**config.mk**
```make
export PLATFORM = sky130hd
export DESIGN_NAME = tile_rect_drawer
export DESIGN_NICKNAME = d
export VERILOG_FILES = /design/src/rtl/tile_rect_drawer.sv
export SDC_FILE = /design/constraint.sdc
export NUM_CORES = 1
export LEC_CHECK = 0
export ABC_CLOCK_PERIOD_IN_PS = 4650
export CAP_MARGIN = 30
export CORE_ASPECT_RATIO = 0.8
export CORE_MARGIN = 2
export CORE_UTILIZATION = 26
export CTS_CLUSTER_SIZE = 16
export DETAILED_ROUTE_END_ITERATION = 12
export REMOVE_ABC_BUFFERS = 1
export SLEW_MARGIN = 10
export SYNTH_ARGS = -nofsm -noshare
export SYNTH_HDL_FRONTEND = slang
export SYNTH_SLANG_ARGS = --single-unit
```
**constraint.sdc**
```tcl
create_clock -name clk -period 4.65 [get_ports clk]
set_input_delay 0.6975 -clock clk [delete_from_list [all_inputs] [get_ports clk]]
set_output_delay 0.6975 -clock clk [all_outputs]
set_load 0.05 [all_outputs]
```
**src/rtl/tile_rect_drawer.sv**
```systemverilog
// tile_rect_drawer: streams one framebuffer write per pixel of a
// TILE_W x TILE_H rectangle placed at a tile of a COLS x ROWS grid.
// Handshake: start (sampled in IDLE) / busy / done, with err flagging an
// out-of-range tile index and hold pausing the pixel stream.
// Optional build macro TILE_BORDER_EN adds border_colour: the outermost
// ring of each tile is painted with it, the interior with colour_in.
module tile_rect_drawer #(
    parameter int TILE_W = 36,
    parameter int TILE_H = 36,
    parameter int GAP    = 2,
    parameter int COLS   = 3,
    parameter int ROWS   = 3,
    parameter int X0     = 24,
    parameter int Y0     = 4,
    parameter int LOC_W  = 4
) (
    input  logic             clk,
    input  logic             resetn,
    input  logic             start,
    input  logic [LOC_W-1:0] location,
    input  logic [2:0]       colour_in,
`ifdef TILE_BORDER_EN
    input  logic [2:0]       border_colour,
`endif
    input  logic             hold,
    output logic             busy,
    output logic             done,
    output logic             err,
    output logic [7:0]       x_out,
    output logic [6:0]       y_out,
    output logic [2:0]       colour_out,
    output logic             write_out
);

    typedef enum logic [1:0] {
        IDLE = 2'd0,
        DRAW = 2'd1,
        FIN  = 2'd2
    } state_t;

    // Reject parameter sets that would place pixels off the 160x120 screen
    if (TILE_W < 1 || TILE_W > 160) begin : gBadTileW
        $error("tile_rect_drawer: TILE_W must be in 1..160");
    end
    if (TILE_H < 1 || TILE_H > 120) begin : gBadTileH
        $error("tile_rect_drawer: TILE_H must be in 1..120");
    end
    if (X0 + (COLS - 1) * (TILE_W + GAP) + TILE_W > 160) begin : gBadX
        $error("tile_rect_drawer: tile grid exceeds screen width");
    end
    if (Y0 + (ROWS - 1) * (TILE_H + GAP) + TILE_H > 120) begin : gBadY
        $error("tile_rect_drawer: tile grid exceeds screen height");
    end

    localparam logic [7:0] LAST_CX = 8'(TILE_W - 1);
    localparam logic [6:0] LAST_CY = 7'(TILE_H - 1);

    state_t      state_q;
    logic [7:0]  baseX_q;
    logic [6:0]  baseY_q;
    logic [7:0]  cx_q;
    logic [6:0]  cy_q;
    logic [2:0]  fill_q;
    logic [2:0]  border_q;
    logic        invalid_q;
    logic        busy_q;
    logic        done_q;
    logic        err_q;
    logic [7:0]  x_q;
    logic [6:0]  y_q;
    logic [2:0]  colourOut_q;
    logic        write_q;

    logic [31:0] locWide_d;
    logic        locValid_d;
    logic [7:0]  baseX_d;
    logic [6:0]  baseY_d;
    logic [7:0]  cx_d;
    logic [6:0]  cy_d;
    logic        lastCx_d;
    logic        lastPixel_d;
    logic        onBorder_d;
    logic [7:0]  x_d;
    logic [6:0]  y_d;
    logic [2:0]  colour_d;

    // Tile origin from the requested index; div/mod by COLS are constant
    always_comb begin
        locWide_d  = 32'(location);
        locValid_d = (locWide_d < 32'(COLS * ROWS));
        baseX_d    = 8'(X0 + (locWide_d % COLS) * (TILE_W + GAP));
        baseY_d    = 7'(Y0 + (locWide_d / COLS) * (TILE_H + GAP));
    end

    // Raster walk: next counter values and the pixel the current count names
    always_comb begin
        lastCx_d    = (cx_q == LAST_CX);
        lastPixel_d = lastCx_d && (cy_q == LAST_CY);
        cx_d        = cx_q + 8'd1;
        cy_d        = cy_q;
        if (lastCx_d) begin
            cx_d = 8'd0;
            cy_d = cy_q + 7'd1;
        end
        x_d        = baseX_q + cx_q;
        y_d        = baseY_q + cy_q;
        onBorder_d = (cx_q == 8'd0) || lastCx_d || (cy_q == 7'd0) || (cy_q == LAST_CY);
        colour_d   = fill_q;
`ifdef TILE_BORDER_EN
        if (onBorder_d) begin
            colour_d = border_q;
        end
`endif
    end

    // Control FSM with registered handshake and pixel outputs; the tile
    // origin is latched instead of the raw index since that is all DRAW needs
    always_ff @(posedge clk or negedge resetn) begin
        if (!resetn) begin
            state_q     <= IDLE;
            baseX_q     <= 8'd0;
            baseY_q     <= 7'd0;
            cx_q        <= 8'd0;
            cy_q        <= 7'd0;
            fill_q      <= 3'd0;
            border_q    <= 3'd0;
            invalid_q   <= 1'b0;
            busy_q      <= 1'b0;
            done_q      <= 1'b0;
            err_q       <= 1'b0;
            x_q         <= 8'd0;
            y_q         <= 7'd0;
            colourOut_q <= 3'd0;
            write_q     <= 1'b0;
        end else begin
            done_q  <= 1'b0;
            write_q <= 1'b0;
            case (state_q)
                IDLE: begin
                    if (start && !done_q) begin
                        baseX_q   <= baseX_d;
                        baseY_q   <= baseY_d;
                        cx_q      <= 8'd0;
                        cy_q      <= 7'd0;
                        fill_q    <= colour_in;
`ifdef TILE_BORDER_EN
                        border_q  <= border_colour;
`else
                        border_q  <= colour_in;
`endif
                        invalid_q <= !locValid_d;
                        busy_q    <= 1'b1;
                        err_q     <= 1'b0;
                        state_q   <= locValid_d ? DRAW : FIN;
                    end
                end
                DRAW: begin
                    if (!hold) begin
                        x_q         <= x_d;
                        y_q         <= y_d;
                        colourOut_q <= colour_d;
                        write_q     <= 1'b1;
                        cx_q        <= cx_d;
                        cy_q        <= cy_d;
                        if (lastPixel_d) begin
                            state_q <= FIN;
                        end
                    end
                end
                FIN: begin
                    done_q  <= 1'b1;
                    busy_q  <= 1'b0;
                    err_q   <= invalid_q;
                    state_q <= IDLE;
                end
                default: begin
                    state_q <= IDLE;
                end
            endcase
        end
    end

    assign busy       = busy_q;
    assign done       = done_q;
    assign err        = err_q;
    assign x_out      = x_q;
    assign y_out      = y_q;
    assign colour_out = colourOut_q;
    assign write_out  = write_q;

endmodule

```
==> summary.txt <==
Die
  – Ports: 33
  – Die W: 135.7 um
  – Die Y: 109.4 um
  – Initial Utilization: about a quarter
  – Die ar.: 14840 um2
  – Core area: 13550 um2
  – Rows: 38

Yosys
  – Count of flip-flops with a built-in enable after synthesis: 0
  – #FFs+latches synth: 56
  – Synth top area share: a little under 40%
  – YS warnings: 0
  – Synth area leader: dfrtp_1
  – Commonest cells post-synth: nand2_1, dfrtp_1, ha_1, o21ai_0, inv_1
  – Synthesized instance count: 389
  – Prevailing post-synth register cell: dfrtp_1
  – Part of the Yosys area used for sequential elements: 38.85%
  – Syn_area_per_cell: 9.273 um2
  – Asr flop ratio synth: 100.0%
  – Post-Syn Area: about 3600 um2
  – Area contributors post-synth: dfrtp_1, ha_1, nand2_1
  – Cell variety after synth: 51
  – Count leader, synth: nand2_1

STA
  – Min Hold Slack: 0.4666 ns
  – Fmax: 225.2 MHz
  – Fin Setup TNS: 0 ns
  – Tmin final: 4.440 ns
  – Slew @ Worst Pin: approximately 0.70 ns
  – Final setup margin: 0.2100 ns
  – Max-slew violation count: 0
  – Final setup vio count: 0
  – Clock Skew: approximately 0.012 ns
  – Final period util: a little over nine tenths
  – Relative slew slack: 53.54%
  – Final hold vios: 0

Power and ir drop
  – PD cells: approximately 570 nW/um2
  – Pleak: approximately 2.2 nW
  – Max IR drop VDD: about 0.00033 V

Clocking
  – CTS Buf Count: 5
  – Worst skew pair latency: 0.30 ns
  – CTS Sinks: 56
  – Clk buf depth: 2
  – Worst-path clk slew: roughly 0.070 ns
  – Hold-fix buffers, CTS: 0
  – CTS tree: yes
  – H-tree depth: 2
  – Root buf cell: clkbuf_16

Route
  – DRC viols: 0
  – ANT nets after route: 0
  – Via count: approximately 2900
  – 1st-iter DRT viols: around 130
  – WL per Instance: 11.95 um
  – DRT Pass-1 Iters: 4
  – Routed Wire Length: 7.672 mm
  – Vias per inst: ~4.5

GRT
  – First-pass GRT wire length: 13.39 mm
  – Remaining Overflow, GRT: 0
  – Initial antenna violation count: 0
  – Vias in the first global route: approximately 2800
  – GRT Total Usage: between 10% and 20%
  – Largest net degree at the start of global routing: between 50 and 60

Worst hold path
  – Min-delay worst type: reg -> reg
  – Worst hold path depth: 2

Worst setup path
  – Critical path cell sequence: buf_2 > nor2b_4 > ha_2 > a21boi_4 > or3_4 > a21boi_4 > ha_4 > or4_4 > a21oi_4 > ha_4 > inv_2 > fa_1 > inv_2 > ha_4 > nor3b_2 > mux2i_1 > xnor2_1 > xnor3_1 > xor2_1 > o21ai_1
  – Req. time, crit path: 4.82 ns
  – Crit path depth: 20
  – Worst reg-to-reg setup slack: between 2 and 2.5 ns
  – CP top delay family: adder cells
  – Crit path arrival time: 4.61 ns
  – Crit Path Class: in -> reg
  – Worst path most repeated cell: ha_4
  – Startpoint types: input pin
  – Worst-path maximum fanout: 6
  – CP peak stage delay: 0.52 ns
  – CP Buf/Inv Count: 3
  – CP Capture Type: register
  – Slowest stage cell, crit path: or4_4
  – Reg2Reg Depth: 7

Layout
  – Share of cells above drive strength 1: between 10% and 20%
  – Area Growth Syn to Fin: 32.29%
  – Antenna cells: 0
  – Finished Cell Area: 4772 um2
  – Layout net count: between 500 and 600
  – Fin cells: 642

Placement
  – Placed cell area: about 4400 um2
  – GP Congestion: ~0.78
  – DP Worst Slack: -0.8192 ns
  – Buffers on Ports: 32
  – Post-DP HPWL: 5.630 mm
  – Placed Cells: about 630

Run status
  – Status: complete, no violations

Run
  – Number of max-cap violations: 0
metrics by stage:
stage / total power, W / utilization (%)
finish: 0.002707 / 35.22
detailed placement: 0.002232 / 32.60
floorplan: 0.001770 / -
CTS: 0.002688 / 34.40
global route: 0.002931 / 35.22
global placement: 0.002202 / 32.60
placed cells by master, fill, tap and decap left out, types with 3 or more instances in the layout:
cell type / n
inv_1: 21
a31oi_1: 3
ha_1: 28
buf_4: 44
nor2_1: 19
nand3_1: 8
nand2b_1: 8
xor2_1: 15
a21boi_4: 3
o21ai_0: 32
xnor2_1: 19
inv_2: 3
ha_4: 5
a21o_1: 10
mux2i_1: 3
o21ai_1: 4
fa_1: 4
buf_2: 3
clkbuf_16: 5
nand4_1: 6
a21oi_1: 12
nand2_1: 68
dfrtp_1: 56
nor2b_1: 3
nor3_1: 3
clkdlybuf4s50_1: 28
routing by layer:
layer  GRT usage [%]  routed length, um  vias to the layer above
li1                -                  -                     1478
met1           15.33               3893                     1386
met2           18.40               3470                       46
met3           1.521                229                        8
met4           2.232                 78                        0
met5               0                  0                        -
cells by family (layout without fill, tap and decap cells):
family	after synthesis	count (layout)	synth area share, %
AO/OA/AOI/OAI	79	79	14.15
XOR/XNOR	37	37	9.365
flip-flops	56	56	38.85
multiplexers	3	3	0.8325
buffers and inverters	35	108	3.746
adder cells (fa/ha/maj)	38	38	14.01
AND/OR/NAND/NOR	141	141	19.04
tightest hold or removal path: cells and delay by family, from the launching register on:
kind,cells,cell delay (ns)
simple gates,2,0.10
flops,1,0.34
power breakdown:
part	internal, W	total [W]	switching (W)
Clock	0.000256	0.000435	0.000179
Sequential	0.000668	0.000805	0.000137
Combinational	0.000609	0.00147	0.000858
flip-flops by register name (all words and copies together) (netlist names):
| name | count |
|---|---|
| baseX_q | 7 |
| baseY_q | 6 |
| busy | 1 |
| colour_d | 3 |
| colour_out | 3 |
| cx_q | 8 |
| cy_q | 7 |
| done | 1 |
| err | 1 |
| invalid_q | 1 |
| state_q | 2 |
| write_out | 1 |
| x_out | 8 |
| y_out | 7 |
what timing repair did:
| action | in CTS | in global routing |
|---|---|---|
| cloned | 0 | 0 |
| buffers inserted | 0 | 2 |
| endpoints found under the setup margin | 1 | 1 |
| pin swaps | 11 | 13 |
| gates resized for setup | 24 | 17 |
path summary, 6_finish.rpt:
path / start / end
setup reg to reg: cx_q[1]$_DFFE_PN0P_ / cy_q[5]$_DFFE_PN0P_
max in group asynchronous: resetn / x_out[6]$_DFFE_PN0P_
min in group asynchronous: resetn / y_out[3]$_DFFE_PN0P_
hold reg to reg: colour_d[2]$_DFFE_PN0P_ / colour_out[2]$_DFFE_PN0P_
hold / removal: colour_d[2]$_DFFE_PN0P_ / colour_out[2]$_DFFE_PN0P_
setup / recovery: location[2] / baseX_q[7]$_DFFE_PN0P_
cell type report:
type	count	area, um2
Timing Repair Buffer	76	634.4
Fill cell	1377	8778
Tap cell	180	225.2
Sequential cell	56	1401
Inverter	24	90.09
Multi-Input combinational cell	298	2248
Clock inverter	3	47.55
Clock buffer	5	125.1
No activity file was read; power rests on OpenSTA's default activity.
